**src/rtl/bresenham_line_engine.sv**
```systemverilog
// bresenham_line_engine: queued all-octant Bresenham rasteriser emitting one pixel per valid/ready handshake.
module bresenham_line_engine #(
    parameter int COORD_W    = 10,
    parameter int COLOR_W    = 12,
    parameter int FIFO_DEPTH = 4
) (
    input  logic               clk,
    input  logic               rst,
    input  logic               cmd_valid,
    output logic               cmd_ready,
    input  logic [COORD_W-1:0] cmd_x0,
    input  logic [COORD_W-1:0] cmd_y0,
    input  logic [COORD_W-1:0] cmd_x1,
    input  logic [COORD_W-1:0] cmd_y1,
    input  logic [COLOR_W-1:0] cmd_color,
    input  logic               abort,
    output logic               pix_valid,
    input  logic               pix_ready,
    output logic [COORD_W-1:0] pix_x,
    output logic [COORD_W-1:0] pix_y,
    output logic [COLOR_W-1:0] pix_color,
    output logic               pix_last,
    output logic               busy
);
    localparam int AW = $clog2(FIFO_DEPTH);
    localparam int SW = COORD_W + 2;
    localparam int EW = COORD_W + 3;

    typedef struct packed {
        logic [COORD_W-1:0] x0;
        logic [COORD_W-1:0] y0;
        logic [COORD_W-1:0] x1;
        logic [COORD_W-1:0] y1;
        logic [COLOR_W-1:0] color;
    } cmd_t;

    typedef enum logic [1:0] {IDLE, SETUP, DRAW} state_t;

    cmd_t                mem_q [FIFO_DEPTH];
    cmd_t                head;
    logic [AW:0]         wr_q, wr_d, rd_q, rd_d;
    logic                empty, full, push, pop, hs, step, mx, my;
    state_t              state_q, state_d;
    logic [COORD_W-1:0]  x_q, x_d, y_q, y_d, x1_q, x1_d, y1_q, y1_d, adx, ady;
    logic [COLOR_W-1:0]  color_q, color_d;
    logic signed [SW-1:0] dx_q, dx_d, dy_q, dy_d, err_q, err_d;
    logic                sxn_q, sxn_d, syn_q, syn_d;
    logic signed [EW-1:0] e2;

    assign head      = mem_q[rd_q[AW-1:0]];
    assign empty     = wr_q == rd_q;
    assign full      = (wr_q[AW] != rd_q[AW]) && (wr_q[AW-1:0] == rd_q[AW-1:0]);
    assign cmd_ready = !full && !abort;
    assign push      = cmd_valid && cmd_ready;
    assign hs        = pix_valid && pix_ready;
    assign step      = hs && !pix_last;
    assign pop       = state_d == SETUP;

    always_ff @(posedge clk or negedge rst) begin
        if (!rst) begin
            state_q <= IDLE;
            wr_q    <= '0;
            rd_q    <= '0;
            x_q     <= '0;
            y_q     <= '0;
            x1_q    <= '0;
            y1_q    <= '0;
            color_q <= '0;
            dx_q    <= '0;
            dy_q    <= '0;
            err_q   <= '0;
            sxn_q   <= 1'b0;
            syn_q   <= 1'b0;
        end else begin
            state_q <= state_d;
            wr_q    <= wr_d;
            rd_q    <= rd_d;
            x_q     <= x_d;
            y_q     <= y_d;
            x1_q    <= x1_d;
            y1_q    <= y1_d;
            color_q <= color_d;
            dx_q    <= dx_d;
            dy_q    <= dy_d;
            err_q   <= err_d;
            sxn_q   <= sxn_d;
            syn_q   <= syn_d;
        end
    end

    always_ff @(posedge clk) begin
        if (push && rst)
            mem_q[wr_q[AW-1:0]] <= {cmd_x0, cmd_y0, cmd_x1, cmd_y1, cmd_color};
    end

    always_comb begin
        state_d = abort               ? IDLE :
                  state_q == IDLE     ? (empty ? IDLE : SETUP) :
                  state_q == SETUP    ? DRAW :
                  (hs && pix_last)    ? (empty ? IDLE : SETUP) : DRAW;
    end

    always_comb begin
        pix_valid = state_q == DRAW;
        pix_last  = pix_valid && x_q == x1_q && y_q == y1_q;
        busy      = state_q != IDLE || !empty;
        pix_x     = x_q;
        pix_y     = y_q;
        pix_color = color_q;
    end

    always_comb begin
        wr_d = abort ? '0 : wr_q + (AW+1)'(push);
        rd_d = abort ? '0 : rd_q + (AW+1)'(pop);
    end

    // Both axis decisions use the pre-update error so diagonal steps happen in one cycle.
    always_comb begin
        adx     = head.x1 >= head.x0 ? head.x1 - head.x0 : head.x0 - head.x1;
        ady     = head.y1 >= head.y0 ? head.y1 - head.y0 : head.y0 - head.y1;
        e2      = $signed({err_q, 1'b0});
        mx      = e2 >= EW'(dy_q);
        my      = e2 <= EW'(dx_q);
        x_d     = x_q;
        y_d     = y_q;
        x1_d    = x1_q;
        y1_d    = y1_q;
        color_d = color_q;
        dx_d    = dx_q;
        dy_d    = dy_q;
        err_d   = err_q;
        sxn_d   = sxn_q;
        syn_d   = syn_q;
        if (pop) begin
            x_d     = head.x0;
            y_d     = head.y0;
            x1_d    = head.x1;
            y1_d    = head.y1;
            color_d = head.color;
            sxn_d   = head.x1 < head.x0;
            syn_d   = head.y1 < head.y0;
            dx_d    = $signed(SW'(adx));
            dy_d    = -$signed(SW'(ady));
            err_d   = $signed(SW'(adx)) - $signed(SW'(ady));
        end else if (step) begin
            x_d   = mx ? x_q + (sxn_q ? {COORD_W{1'b1}} : COORD_W'(1)) : x_q;
            y_d   = my ? y_q + (syn_q ? {COORD_W{1'b1}} : COORD_W'(1)) : y_q;
            err_d = err_q + (mx ? dy_q : SW'(0)) + (my ? dx_q : SW'(0));
        end
    end
endmodule

```
**config.mk**
```make
export PLATFORM = sky130hd
export DESIGN_NAME = bresenham_line_engine
export DESIGN_NICKNAME = d
export VERILOG_FILES = /design/src/rtl/bresenham_line_engine.sv
export SDC_FILE = /design/constraint.sdc
export NUM_CORES = 1
export LEC_CHECK = 0
export CORE_ASPECT_RATIO = 0.5
export CORE_UTILIZATION = 51
export DETAILED_ROUTE_END_ITERATION = 7
export GPL_TIMING_DRIVEN = 0
export PLACE_DENSITY = 0.67
export SYNTH_ARGS = -nofsm -noshare
export SYNTH_HDL_FRONTEND = slang
export SYNTH_SLANG_ARGS = --single-unit
```
**constraint.sdc**
```tcl
create_clock -name clk -period 15.2 [get_ports clk]
set_input_delay 1.52 -clock clk [delete_from_list [all_inputs] [get_ports clk]]
set_output_delay 1.52 -clock clk [all_outputs]
set_load 0.01 [all_outputs]
```
# Word level (Yosys, flattened, before mapping)
# Memory sizes are Yosys's and may differ from the RTL's.
# Cells that the tools add are included.
# totals
inputBits,57
reg_bits,96
word_cells,84
memories,1
latch_bits,0
rom_bits,0
ram_bits,208
out_inout_bits,36
# classes
magnitude_cmp,6
muxes,23
bitwise,0
n_eq_ne,8
mul,0
reduce_logical,21
n_div,0
shift,0
add_sub_neg,12
# mem_list
name,words,width,rd,rd_clocked_by_memory_dff,write_ports,line_no,text
mem_q,4,52,1,0,1,39,cmd_t mem_q [FIFO_DEPTH];
# ops
cell,n
$mux 10,11
$sub 10x10->10,4
$mux 12,3
$add 10x10->10,2
$eq 10x10->1,2
$ge 10x10->1,2
$lt 10x10->1,2
$ge 13x12->1,1
$le 13x11->1,1
$add 12x11->12,1
$add 12x12->12,1
$neg 10->12,1
$sub 10x10->11,1
$logic_and 1x1->1,9
$mux 2,4
$reduce_bool 2->1,4
$add 3x1->3,2
$mux 3,2
$eq 2x1->1 const B,2
$logic_not 1->1,4
$reduce_and 2->1,2
$eq 3x3->1,1
$mux 1,3
$eq 2x2->1,1
other kinds (4),4

# Longest topological paths before layout
# Gate-level depths: netlist (run 1).
# logic_depth
ltp_word,11
mapped_depth,24
depth_no_buf,22

# Worst setup path after synthesis (run 1)
# OpenSTA, ideal clock, no wires.
# synth_path
path_kind,input-to-reg
startpoint,input port abort
endpoint,memory mem_q[0][0] (netlist bit) (enable)
stages,4
setup_ns,0.537
path_buffers,1
arrival_time_ns,6.075
required_ns,14.663
setup_slack_ns,8.589
cell_sequence,clkbuf_1 > a31oi_1 > and3_1 > nor3b_1
# synth_between
elab_chain_cells,6
# synth_lines
item,line_no,text
from (decl),16,"input logic abort,"
$logic_not 1->1,53,assign cmd_ready = !full && !abort;
$logic_and 1x1->1,53,
net cmd_ready,10,"output logic cmd_ready,"
$logic_and 1x1->1,54,assign push = cmd_valid && cmd_ready;
$logic_and 1x1->1,92,if (push && rst)
$mux 1,92,
$mux 1 (not written as such),93,"mem_q[wr_q[AW-1:0]] <= {cmd_x0, cmd_y0, cmd_x1, cmd_y1, cmd_color};"
to (decl),39,
# The timed path passes the listed nets, and every way through them passes these cells.

# Worst setup path after layout (run 1)
# layout_path
startpoint,register rd_q[0]
endpoint,register err_q[11]
# layout_between
elab_chain_cells,8
elab_cells_between_ends,19
classes_between,add/sub (5); order compare (2); eq/ne (2); mux (8); reduce/logical (1); memory (1)
# layout_lines
item,line_no,text
from (decl),41,"logic [AW:0] wr_q, wr_d, rd_q, rd_d;"
from (signal assigned),77,rd_q <= rd_d;
"parallel branches: the longest is 8 deep, another holds $mem_v2 4x52",-,
to (signal assigned),85,err_q <= err_d;
to (decl),46,"logic signed [SW-1:0] dx_q, dx_d, dy_q, dy_d, err_q, err_d;"
# Parallel ways; which one is timed is not known.
# A chain may end at the register's enable or synchronous reset.

==> results.md, run 1 <==
- Worst Skew: 33.5 ps
- Filler Cells Inserted: 2393
- Routed vias/inst: 5.75
- Layout cell share with drive strength beyond 1: 9.18%
- Endpoints failing hold: 0
- Critical path's top delay family: compound AO/OA/AOI/OAI gates
- Register area share after synthesis: 54.8%
- Crit path time final: 7250 ps
- Synth unique cells: 69
- Crit path largest cell delay: 700 ps
- Final core occ: 60.0%
- Grt ovf: 0
- Fmax: 0.138 GHz
- Avg Inst Size Synth: 12.7 sq um
- Vias in the first global route: 10.4k
- Clock-pin transition on the worst setup and hold timing paths: 70 ps
- Layout Cells excl Fill: 1794
- Synth Cell Area: 15800 sq um
- Multi-input gate area: 6620 sq um
- Syn-to-layout area delta: 15.5%
- Status: finished, final reports clean
- Crit share post-route: 47.7%
- Largest net degree at the start of global routing: 56
- WL/cell: 21.6 microns
- CTS tree: yes
- R2R Path End: err_q[11]$_DFFE_PN0P_
- Comb power frac: 48.7%
- Top_reg_cell synth: edfxtp_1
- CTS-repair resized insts: 0
- CP bufs+invs: 4
- Drt first pass iters: 5
- Final WL: 38800 microns
- Min-delay src: pix_color[8]$_DFFE_PN0P_
- Slew margin rel.: 14.3%
- DP HPWL: 28600 microns
- Root Buffer: clkbuf_16
- Sw Share: 39.6%
- CORE AREA: 30300 sq um
- Crit Path Max Fanout: 10
- Clock network power share: 19.3%
- RSZ-0062 raised after global routing: no
- IO Pins: 93
- Gr usage total: 25.0%
- Critical Path Sink Type: flop
- EDFF count, synth: 208
- Worst-margin pin slew: 1270 ps
- Yosys warnings: 0
- Mapped Cells: 1243
- Cell Int Power: 2.15 mW
- Leakage: 7.25 nW
- First DRT Iteration DRCs: 815
- Switching power: 1.41 mW
- Required time of the critical path: 15660 ps
- Setup violations, final: 0
- FF+latch area: 8650 sq um
- Nets: 1549
- DRC Markers: 0
- IO buf count: 91
- Die Span X: 251 microns
- MaxCap Viol Count: 0
- Reg2reg start: rd_q[0]$_DFF_PN0_
- FF+latch count, synth: 304
- CTS buffer count: 28
- Worst Hold End: pix_color[8]$_DFFE_PN0P_
- Starting Density: 52.0%
- CP max-delay cell: buf_1
- GPL Wtd Cong: 0.889
- Hold-fix buffers, CTS: 0
- Max H-tree Level: 1
- Critical path, cell by cell: clkbuf_1, buf_1, buf_2, o21ai_0, fa_1, a21o_1, a21oi_1, nand4_1, nand3_1, buf_2, mux2i_1, fa_1, nand2b_1, a21boi_0, o21ai_0, a21oi_1, o21ai_0, a21boi_0, o21ai_0, a21oi_1, nor4_1
- Worst setup SP type: flop
- Crit Path Class: flop to flop
- Initial antenna violation count: 1
- Worst Path Arrival: 7710 ps
- Reg power frac: 32.0%
- Worst R2R Setup Slack: 7950 ps
- Later-pin clock latency in the skew report: 590 ps
- Worst reg-to-reg path cell count: 21
- Synth async-reset ratio: 31.6%
- Most Frequent Cell on Critical Path: o21ai_0
- Num rows: 45
- Max-slew violations: 0
- First-pass GRT wire length: 59500 microns
- Syn_nets: 1419
- Postcts setup bufs: 0
- Setup TNS: 0 ps
- Hold Path Class: flop to flop
- Peak VDD IR: 100 uV
- ANT nets after route: 0
- Total number of vias: 10.3k
- Die Ht: 126 microns
- CTS max path bufs: 3
- CTS sink cnt: 304
- P per Cell Area: 195 nW/um^2
- DP Cell Count: 1742
- Hold path depth: 2
- Die area: 31700 sq um
[cells in the final DEF, fill, tap and decap left out, types with 6 or more instances in the layout]
| cell type | n |
|---|---|
| edfxtp_1 | 208 |
| nand2_1 | 137 |
| ha_1 | 101 |
| inv_1 | 98 |
| dfrtp_1 | 96 |
| clkdlybuf4s50_1 | 90 |
| a21oi_1 | 60 |
| o21ai_0 | 59 |
| mux4_2 | 50 |
| nor2_1 | 46 |
| xnor2_1 | 45 |
| clkbuf_1 | 34 |
| a21o_1 | 29 |
| clkbuf_16 | 28 |
| nor2b_1 | 23 |
| xor2_1 | 22 |
| and2_1 | 19 |
| fa_1 | 18 |
| nor3_1 | 17 |
| o221ai_1 | 15 |
| mux2i_1 | 13 |
| nand3_1 | 13 |
| a211oi_1 | 10 |
| nand4_1 | 10 |
| a31oi_1 | 9 |
| o21a_1 | 9 |
| o21bai_1 | 9 |
| buf_1 | 7 |
| buf_2 | 7 |
| nand2b_1 | 6 |
[stage by stage]
stage          cell area (sq um)  hold WS, ps  total power, mW  setup slack (ps)
4_1_cts                    18200          478             3.56              7900
3_3_place_gp               17200          460             2.81              1490
2_1_floorplan              15800          463             2.35              8590
5_1_grt                    18200          501             3.81              7390
6_report                   18200          477             3.55              7950
3_5_place_dp               17300          461             2.86              7990
[how the worst max path moves through the flow]
stage | endpoint | from | depth (start not counted) | slack [ps]
after floorplan | mem_q[0][0]$_DFFE_PP_ | abort | 4 | 8590
after global placement | mem_q[0][5]$_DFFE_PP_ | rst | 3 | 1490
after detailed placement | err_q[11]$_DFFE_PN0P_ | rd_q[0]$_DFF_PN0_ | 21 | 7990
after CTS | err_q[11]$_DFFE_PN0P_ | rd_q[0]$_DFF_PN0_ | 21 | 7900
after global routing | err_q[11]$_DFFE_PN0P_ | rd_q[0]$_DFF_PN0_ | 21 | 7390
final | err_q[11]$_DFFE_PN0P_ | rd_q[0]$_DFF_PN0_ | 21 | 7950
[cells in the mapped netlist (all sizes together), types with 2 or more instances]
cell,n,area share [%]
a211oi,10,0.48
a21boi,3,0.14
a21o,29,1.4
a21oi,60,1.9
a221o,5,0.32
a221oi,4,0.26
a22oi,2,0.095
a2bb2oi,3,0.17
a31o,4,0.22
a31oi,10,0.44
and2,19,0.75
and3,5,0.20
and4,2,0.11
buf,14,0.39
clkbuf,27,0.64
dfrtp,96,15
edfxtp,208,40
fa,18,2.3
ha,101,8.0
inv,98,2.3
mux2,4,0.29
mux2i,14,0.91
mux4,50,7.1
nand2,137,3.3
nand2b,6,0.24
nand3,14,0.48
nand3b,3,0.14
nand4,10,0.40
nor2,49,1.2
nor2b,23,0.91
nor3,17,0.54
nor4,6,0.33
o211ai,4,0.19
o21a,10,0.52
o21ai,63,2.1
o21bai,9,0.43
o221ai,15,0.83
o22ai,2,0.079
o311ai,4,0.22
o31ai,2,0.13
or3,2,0.079
xnor2,45,2.5
xor2,22,1.2
[cell type report]
type                       instances  share of cell area (%)
antenna                            1                  0.0137
buffer                            41                   0.893
clock buffer                      37                    4.14
clock inverter                    14                   0.673
inverter                          98                    2.02
multi-input combinational        800                    36.3
sequential                       304                    47.5
tap                              399                    2.74
timing repair buffer             100                    5.75
[layer usage]
layer	GRT usage, %	part of all wire, %	vias up
li1	-	-	4827
met4	7.22	2.7	0
met3	3.96	5.2	58
met5	0	0	-
met1	36.4	47	5181
met2	39.1	45	256
[worst reg2reg max path, stage by stage (launching register included)]
cell and delay (ps):
dfrtp_1 350, clkbuf_1 580, buf_1 700, buf_2 440, o21ai_0 530, fa_1 630
a21o_1 190, a21oi_1 350, nand4_1 150, nand3_1 240, buf_2 340, mux2i_1 590
fa_1 330, nand2b_1 110, a21boi_0 110, o21ai_0 290, a21oi_1 140, o21ai_0 250
a21boi_0 160, o21ai_0 170, a21oi_1 130, nor4_1 320
[state kept, by name, indices dropped and copies added (netlist names), 2 cells and up]
register	flops
rd_q	3
mem_q	208
pix_x	10
wr_q	3
err_q	12
state_q	2
pix_color	12
pix_y	10
y1_q	10
dy_q	12
dx_q	10
x1_q	10
[power by group through the flow]
stage	Combinational (mW)	Sequential (mW)	Clock, mW
6_report	1.73	1.14	0.686
5_1_grt	1.93	1.15	0.728
4_1_cts	1.73	1.14	0.695
3_5_place_dp	1.71	1.15	0
3_3_place_gp	1.66	1.15	0
2_1_floorplan	1.22	1.13	0
[kinds of logic (layout without fill, tap and decap cells)]
logic type | after synthesis | in the layout | synth area share, %
other | 0 | 1 | 0
xor gates and xnor gates | 68 | 68 | 3.87
and+or+nand+nor | 298 | 298 | 8.94
muxes | 68 | 68 | 8.34
adders and majority gates | 119 | 119 | 10.3
DFF | 304 | 304 | 54.8
buffers and inverters | 139 | 290 | 3.36
AOI/OAI and AO/OA | 247 | 247 | 10.3
(Power assumes the default switching activity.)
==> inputs of run 2 (changes only) <==
clock period = 6.85 ns   (was 15.2 ns; I/O delays follow)
==> run 2 against run 1 <==
  * Non-clock buffer count is the same
  * Flip-flop and latch count is the same
  * Worst hold slack lost 270 ps
  * Count of clock-buffer cells in the layout is the same
  * Core utilization is essentially flat
  * Combinational power grew 120%
  * First-iteration DRC count grew 3.3%
  * Setup slack lost 7400 ps
  * Clock power grew 120%
  * Maximum frequency grew 15%
  * Clock skew shrank 1.4 ps
  * Via count grew 0.25%
  * Critical path type unchanged
  * Critical endpoint unchanged
  * Highest routed layer unchanged
==> results.md, run 2 (synthesis gave the netlist of run 1 again) <==
- CTS sink cnt: 304 (unchanged)
- Worst setup SP type: flop (unchanged)
- Num rows: 45 (unchanged)
- CTS tree: yes (unchanged)
- WL/cell: 21.6 microns (about the same)
- Commonest non-fill, non-tap cell in the layout: edfxtp_1 (unchanged)
- Final WL: 38800 microns (about the same)
- DRC Markers: 0 (unchanged)
- Nets: 1549 (unchanged)
- Root Buffer: clkbuf_16 (unchanged)
- Endpoints failing hold: 0 (unchanged)
- First DRT Iteration DRCs: 842 (was 815)
- Postcts setup bufs: 0 (unchanged)
- Clock-pin transition on the worst setup and hold timing paths: 60 ps (was 70 ps)
- Total number of vias: 10.3k (about the same)
- Crit Path Class: flop to flop (unchanged)
- Crit path time final: 6310 ps (was 7250 ps)
- Critical Path Sink Type: flop (unchanged)
- Fmax: 0.159 GHz (was 0.138 GHz)
- Die area: 31700 sq um (unchanged)
- Most frequent cells in the layout: 208 x edfxtp_1, 137 x nand2_1, 101 x ha_1 (unchanged)
- Worst Path Arrival: 6740 ps (was 7710 ps)
- Vias in the first global route: 10.4k (about the same)
- Cell area after layout: 18200 sq um (about the same)
- Routed vias/inst: 5.77 (was 5.75)
- DP HPWL: 28600 microns (unchanged)
- Total Power: 7.89 mW (was 3.55 mW)
- IO buf count: 91 (unchanged)
- Worst Skew: 32.0 ps (was 33.5 ps)
- Worst R2R Setup Slack: 540 ps (was 7950 ps)
- Starting Density: 52.0% (unchanged)
- Peak VDD IR: 223 uV (was 100 uV)
- MaxCap Viol Count: 0 (unchanged)
- Leakage: 7.27 nW (was 7.25 nW)
- Status: finished, final reports clean (unchanged)
- Grt ovf: 0 (unchanged)
- Hold Path Class: primary input to async pin (was flop to flop)
- Hold-fix buffers, CTS: 0 (unchanged)
- Die Ht: 126 microns (unchanged)
- Largest net degree at the start of global routing: 56 (unchanged)
- ANT nets after route: 0 (unchanged)
- CORE AREA: 30300 sq um (unchanged)
- P per Cell Area: 433 nW/um^2 (was 195 nW/um^2)
- Slew margin rel.: 37.7% (was 14.3%)
- Filler Cells Inserted: 2398 (was 2393)
- Number of flip-flops in the largest register: 208 (unchanged)
- Gr usage total: 25.0% (about the same)
- GPL Wtd Cong: 0.889 (unchanged)
- Drt first pass iters: 7 (was 5)
- Post-DP Area: 17300 sq um (unchanged)
- Syn-to-layout area delta: 15.6% (was 15.5%)
- Initial antenna violation count: 1 (unchanged)
- Die Span X: 251 microns (unchanged)
- Later-pin clock latency in the skew report: 590 ps (about the same)
- IO Pins: 93 (unchanged)
- Max-slew violations: 0 (unchanged)
- Worst-margin pin slew: 934 ps (was 1270 ps)
- Layout cell share with drive strength beyond 1: 9.76% (was 9.18%)
- First-pass GRT wire length: 59500 microns (about the same)
- Crit Path Max Fanout: 10 (unchanged)
- Max H-tree Level: 1 (unchanged)
- Required time of the critical path: 7290 ps (was 15660 ps)
- CTS max path bufs: 3 (unchanged)
- Setup violations, final: 0 (unchanged)
- RSZ-0062 raised after global routing: no (unchanged)
- Crit share post-route: 92.1% (was 47.7%)
- CTS buffer count: 28 (unchanged)
==> run 2: cell count changes in the layout (fill, tap and decap cells not counted), sizes merged <==
cell / previous run / this run
buf: 24 / 22
clkbuf: 64 / 66
==> run 2: metrics by stage <==
stage / worst slack, ps / instances / setup TNS, ps / hold slack, ps / util, %
global route: 31.4 / 1793 / 0 / 263 / 60.1
global placement: -6030 / 1733 / -690700 / 460 / 56.6
floorplan: 1010 / 1243 / 0 / 389 / -
CTS: 91.6 / 1793 / 0 / 221 / 60.1
finish: 544 / 1794 / 0 / 212 / 60.1
detailed placement: -363 / 1742 / -891 / 461 / 57.1
==> run 2: layout make-up <==
type                    instances  area (sq um)  area share [%]
repair buffers                100          1050            5.74
plain buffers                  41           174           0.954
clock inverters                14           123           0.672
flip-flops and latches        304          8650            47.4
well taps                     399           499            2.74
diodes                          1          2.50          0.0137
inverters                      98           368            2.02
clock buffers                  37           754            4.14
multi-input cells             800          6620            36.3
==> run 2: power breakdown <==
group	internal (mW)	switching [mW]	leakage, nW	total [mW]
Clock	0.817	0.701	0.420	1.52
Sequential	2.24	0.290	3.06	2.53
Combinational	1.72	2.13	3.79	3.84
Total	4.77	3.12	7.27	7.89
==> run 2: critical path: stages, from the launching register on <==
cell and delay [ps]:
dfrtp_1 350, clkbuf_1 500, clkbuf_2 480, mux2i_1 240
nand2_1 80, o21ai_1 390, inv_1 180, ha_1 380
nand4_1 120, nor3_1 570, nor2_4 160, mux2i_2 430
inv_1 150, fa_1 440, nand2b_1 160, a21boi_0 250
o21ai_0 180, a21oi_1 210, o21ai_0 140, a21boi_0 260
o21ai_0 110, a21oi_1 250, nor4_1 100
==> run 2: layer usage <==
layer	wire length (microns)	GRT usage, %	up-vias	part of all wire (%)
li1	-	-	4824	-
met5	0	0	-	0
met3	2140	3.96	58	5.5
met1	18000	36.3	5196	46
met2	17600	39.1	270	45
met4	1040	7.22	0	2.7
==> run 2: worst paths after layout <==
kind                                     startpoint                       end  cells after the start
min reg2reg                pix_color[8]$_DFFE_PN0P_  pix_color[8]$_DFFE_PN0P_                      2
min in group clk           pix_color[8]$_DFFE_PN0P_  pix_color[8]$_DFFE_PN0P_                      2
max in group asynchronous                       rst      pix_x[5]$_DFFE_PN0P_                      2
min                                             rst     err_q[10]$_DFFE_PN0P_                      1
max reg2reg                       rd_q[1]$_DFF_PN0_     err_q[11]$_DFFE_PN0P_                     22
max                               rd_q[1]$_DFF_PN0_     err_q[11]$_DFFE_PN0P_                     22
==> run 2: what timing repair did <==
action                     4_1_cts  5_1_grt
pin swaps                        0        0
gates resized for setup          6       14
setup endpoints to repair        5        4
